--- config.mk ---
export PLATFORM = sky130hd
export DESIGN_NAME = btn_debounce
export DESIGN_NICKNAME = d
export VERILOG_FILES = /design/src/rtl/btn_debounce.sv
export SDC_FILE = /design/constraint.sdc
export NUM_CORES = 1
export LEC_CHECK = 0
export CAP_MARGIN = 20
export CORE_AREA = 2 2 39 41
export CTS_BUF_LIST = sky130_fd_sc_hd__clkbuf_4 sky130_fd_sc_hd__clkbuf_8
export CTS_CLUSTER_SIZE = 24
export DETAILED_ROUTE_END_ITERATION = 16
export DIE_AREA = 0 0 41 43
export PLACE_DENSITY = 0.65
export SYNTH_ARGS = -nofsm -noshare
export SYNTH_HDL_FRONTEND = slang
export SYNTH_SLANG_ARGS = --single-unit
--- constraint.sdc ---
create_clock -name clk -period 1.8 [get_ports clk]
set_input_delay 0.45 -clock clk [delete_from_list [all_inputs] [get_ports clk]]
set_output_delay 0.45 -clock clk [all_outputs]
set_load 0.005 [all_outputs]
--- src/rtl/btn_debounce.sv ---
// Pushbutton debouncer: a four-state qualifier that accepts a level change only
// after DB_CYCLES consecutive equal samples, with registered level, strobes and press count.
module btn_debounce #(
  parameter int DB_CYCLES = 16,
  parameter int CNT_W     = 5
) (
  input  logic       clk,
  input  logic       rst_n,
  input  logic       sync_in,
  output logic       db_level,
  output logic       press_pulse,
  output logic       release_pulse,
  output logic [2:0] press_cnt
);

  // The counter only ever needs to reach DB_CYCLES-1, so the top of the legal range still fits.
  generate
    if (DB_CYCLES < 2 || DB_CYCLES > (2 ** CNT_W)) begin : g_bad_param
      $error("btn_debounce: DB_CYCLES out of range for CNT_W");
    end
  endgenerate

  localparam logic [CNT_W-1:0] CNT_LAST = CNT_W'(DB_CYCLES - 1);
  localparam logic [CNT_W-1:0] CNT_ONE  = CNT_W'(1);

  typedef enum logic [1:0] {
    IDLE   = 2'b00,
    CHK_HI = 2'b01,
    HIGH   = 2'b10,
    CHK_LO = 2'b11
  } state_t;

  state_t           state;
  state_t           state_nxt;
  logic [CNT_W-1:0] cnt;
  logic [CNT_W-1:0] cnt_nxt;
  logic             db_level_nxt;
  logic             press_pulse_nxt;
  logic             release_pulse_nxt;
  logic [2:0]       press_cnt_nxt;

  always_ff @(posedge clk) begin
    if (!rst_n) begin
      state         <= IDLE;
      cnt           <= '0;
      db_level      <= 1'b0;
      press_pulse   <= 1'b0;
      release_pulse <= 1'b0;
      press_cnt     <= 3'd0;
    end else begin
      state         <= state_nxt;
      cnt           <= cnt_nxt;
      db_level      <= db_level_nxt;
      press_pulse   <= press_pulse_nxt;
      release_pulse <= release_pulse_nxt;
      press_cnt     <= press_cnt_nxt;
    end
  end

  // Strobes default low so each is high only for the cycle after its accepting edge.
  always_comb begin
    state_nxt         = state;
    cnt_nxt           = cnt;
    db_level_nxt      = db_level;
    press_pulse_nxt   = 1'b0;
    release_pulse_nxt = 1'b0;
    press_cnt_nxt     = press_cnt;

    unique case (state)
      IDLE: begin
        if (sync_in) begin
          state_nxt = CHK_HI;
          cnt_nxt   = CNT_ONE;
        end else begin
          cnt_nxt   = '0;
        end
      end

      CHK_HI: begin
        if (!sync_in) begin
          state_nxt = IDLE;
          cnt_nxt   = '0;
        end else if (cnt == CNT_LAST) begin
          state_nxt       = HIGH;
          cnt_nxt         = '0;
          db_level_nxt    = 1'b1;
          press_pulse_nxt = 1'b1;
          press_cnt_nxt   = press_cnt + 3'd1;
        end else begin
          cnt_nxt   = cnt + CNT_ONE;
        end
      end

      HIGH: begin
        if (!sync_in) begin
          state_nxt = CHK_LO;
          cnt_nxt   = CNT_ONE;
        end else begin
          cnt_nxt   = '0;
        end
      end

      CHK_LO: begin
        if (sync_in) begin
          state_nxt = HIGH;
          cnt_nxt   = '0;
        end else if (cnt == CNT_LAST) begin
          state_nxt         = IDLE;
          cnt_nxt           = '0;
          db_level_nxt      = 1'b0;
          release_pulse_nxt = 1'b1;
        end else begin
          cnt_nxt   = cnt + CNT_ONE;
        end
      end

      default: begin
        state_nxt    = IDLE;
        cnt_nxt      = '0;
        db_level_nxt = 1'b0;
      end
    endcase
  end

endmodule

==> metrics.yaml, run 1 <==
hold_path:
  holdPathStages: 2
  min_path_type: "reg2reg"
  holdPathEnd: "cnt[4]"
  hold_start: "cnt[4]"
route:
  drt_iter0_markers: 4
  ant_nets: 0
  vias_per_cell: 4.99
  drt-pass1-iter-count: 2
  wirelength_um: 905
  via_count: 419
  route.detailed.drc: 0
  wl_per_cell_um: 10.8
synthesis:
  yosys.area_share.simple: 0.264
  yosysTopAreaCell: "dfxtp_1"
  yosysTopAreaCellShare: 0.465
  synth_top_family_by_area: "simple AND/OR/NAND/NOR gates"
  synth_area_um2: 559
  syn_inst: 57
  synth-adder-area-share: 0.0447
  synth_cell_type_count: 26
  synthMuxAreaShare: 0.0537
  yosysWarnings: 0
  postSynthAreaPerCell_um2: 9.81
  yosys.area_share.xor_xnor: 0.0470
  ys_ff_latch: 13
  syn_nets: 62
  synth_compound_area_frac: 0.0716
  ys_top_cells_by_area: "dfxtp_1 (47%), mux2i_1 (5.4%), nand2_1 (5.4%)"
  ys_seq_area_frac: 0.465
final_layout:
  design_area_um2: 682
  drive_above_1_share: 0.147
  mostFrequentLayoutCell: "dfxtp_1"
  layout_common_cells: "dfxtp_1 (13), nand2_1 (8), clkdlybuf4s50_1 (8)"
  antennaDiodeCount: 0
  nets: 74
  fin_util: 0.493
  fillCellCount: 137
  syn2layout_area_growth_pct: 21.9
critical_path:
  reg2reg_from: "cnt[0]"
  cp_cell_sequence: "clkdlybuf4s50_1"
  startpoint_type: "flop"
  slowest_stage: "clkdlybuf4s50_1"
  max_stage_delay_ns: 0.52
  critPathBufInv: 1
  critPathTopFamily: "buffers and inverters"
  reg2regPathDepth: 4
  crit_fanout: 4
  critPathKind: "reg2out"
  crit-reg2reg-capture: "press_cnt[1]"
  required_ns: 1.35
  ff2ff_setup_slack_ns: 0.26
  cp.arrival_ns: 1.18
  endpoint_kind: "output pin"
clocking:
  clk_pin_slew_ns: 0.08
  cts_sinks: 13
  cts.htree.levels: 1
  post-cts-setup-buffers: 0
  cts_tree: "done"
  hold_buffers: 0
  root_buffer: "clkbuf_4"
  cts.repair.resized: 0
  cts_max_path_buffers: 2
  cts_buffers: 3
  clkLatencyLatePin_ns: 0.28
power_and_ir_drop:
  p_leak_nw: 0.273
  power_density_nw_per_um2: 749
  ir_drop_mv: 0.365
  power_mw: 0.511
sta:
  rsz0062_at_grt: "false"
  max_freq_mhz: 613
  clock_skew_ns: 0.00458
  tns_ns: 0
  drv_slew: 0
  hold_viol: 0
  setup_viol: 0
  tightest_slew_ns: 0.425
  relSlewSlack: 0.717
  min_period_ns: 1.63
  final.period_utilization: 0.906
run_status:
  outcome: "complete, no violations"
floorplan:
  row_count: 14
  io_pins: 9
  dieWidth_um: 41
  start_util: 0.404
  core_area_um2: 1380
  die_h_um: 43
  dieArea_um2: 1760
place:
  postPlaceCellArea_um2: 652
  io_buffer_count: 8
  place.gp.congestion: 0.673
  dp_hpwl_um: 662
grt:
  grt_pass1_vias: 362
  gr-total-overflow: 0
  antenna_found_initial: 0
  grt_pass1_wl_mm: 1.51
  grt_usage: 0.136
  grt_max_degree: 10
run:
  drv_cap: 0
[cells in the mapped netlist]
cell and count:
o221ai_1 1, nand2_4 1, a31o_1 1, mux2i_1 3
and4b_1 1, and3b_1 1, dfxtp_1 13, nor3_2 1
xnor2_1 1, nor2_1 3, clkbuf_1 1, xor2_1 2
and3_1 2, buf_6 1, o21ai_0 1, o311ai_0 1
nand4_1 1, ha_1 2, a21oi_2 1, and2_4 1
nor3_1 1, nand2_1 8, inv_1 4, nand2b_1 1
nand3_1 3, nor3b_2 1
[report_power, final]
group | total, mW | leakage [nW] | switching (mW) | internal (mW)
registers | 0.293 | 0.105 | 0.00331 | 0.290
logic | 0.0200 | 0.149 | 0.0103 | 0.00965
clock network | 0.197 | 0.0184 | 0.0959 | 0.101
[cells by family after synthesis]
group	after synthesis
fa+ha+maj	2
compound gates	5
flops	13
simple gates	25
buf+inv	6
mux	3
xor+xnor	3
[routing by layer]
| layer | vias to the layer above | GRT usage | share of wire |
|---|---|---|---|
| li1 | 217 | - | - |
| met1 | 188 | 0.174 | 0.46 |
| met2 | 9 | 0.172 | 0.44 |
| met3 | 5 | 0.0314 | 0.052 |
| met4 | 0 | 0.140 | 0.052 |
| met5 | - | 0 | 0 |
[state kept, by name, summed over array words and instances (netlist names), named ones only]
name / count
state: 1
release_pulse: 1
press_cnt: 3
db_level: 1
press_pulse: 1
cnt: 5
[how the worst max path moves through the flow]
stage            startpoint            to  slack, ns  depth (start not counted)
4_1_cts        press_cnt[0]  press_cnt[0]       0.15                          1
2_1_floorplan        cnt[0]  press_cnt[2]       0.58                          5
5_1_grt        press_cnt[0]  press_cnt[0]       0.11                          1
3_5_place_dp        sync_in        cnt[1]       0.11                          4
6_report       press_cnt[0]  press_cnt[0]       0.17                          1
3_3_place_gp        sync_in  press_cnt[0]       0.14                          4
[layout make-up]
class | count | area [um^2] | share of cell area
Multi-Input combinational cell | 38 | 269 | 0.394
Sequential cell | 13 | 260 | 0.382
Timing Repair Buffer | 9 | 87.6 | 0.128
Clock buffer | 4 | 30.0 | 0.0440
Tap cell | 16 | 20.0 | 0.0294
Inverter | 4 | 15.0 | 0.0220
[stage by stage]
stage	setup slack, ns	hold slack (ns)	cells
3_5_place_dp	0.110	0.424	80
5_1_grt	0.108	0.474	84
3_3_place_gp	0.143	0.426	80
6_report	0.169	0.441	84
4_1_cts	0.152	0.435	84
2_1_floorplan	0.576	0.406	57
[worst reg2reg max path: cells and delay by family, from the launching register on]
kind	cells	cell delay [ns]
fa+ha+maj	1	0.21
simple gates	2	0.72
mux	1	0.17
flops	1	0.37
No activity file was read; power rests on OpenSTA's default activity.
==> inputs of run 2 (changes only) <==
--- a/config.mk
+++ b/config.mk
@@ -5,10 +5,10 @@
 export SDC_FILE = /design/constraint.sdc
 export NUM_CORES = 1
 export LEC_CHECK = 0
+export ABC_CLOCK_PERIOD_IN_PS = 1800
 export CAP_MARGIN = 20
 export CORE_AREA = 2 2 39 41
 export CTS_BUF_LIST = sky130_fd_sc_hd__clkbuf_4 sky130_fd_sc_hd__clkbuf_8
-export CTS_CLUSTER_SIZE = 24
 export DETAILED_ROUTE_END_ITERATION = 16
 export DIE_AREA = 0 0 41 43
 export PLACE_DENSITY = 0.65
==> results of run 2 <==
The final DEF is identical to that of run 1; final timing and power are the same.
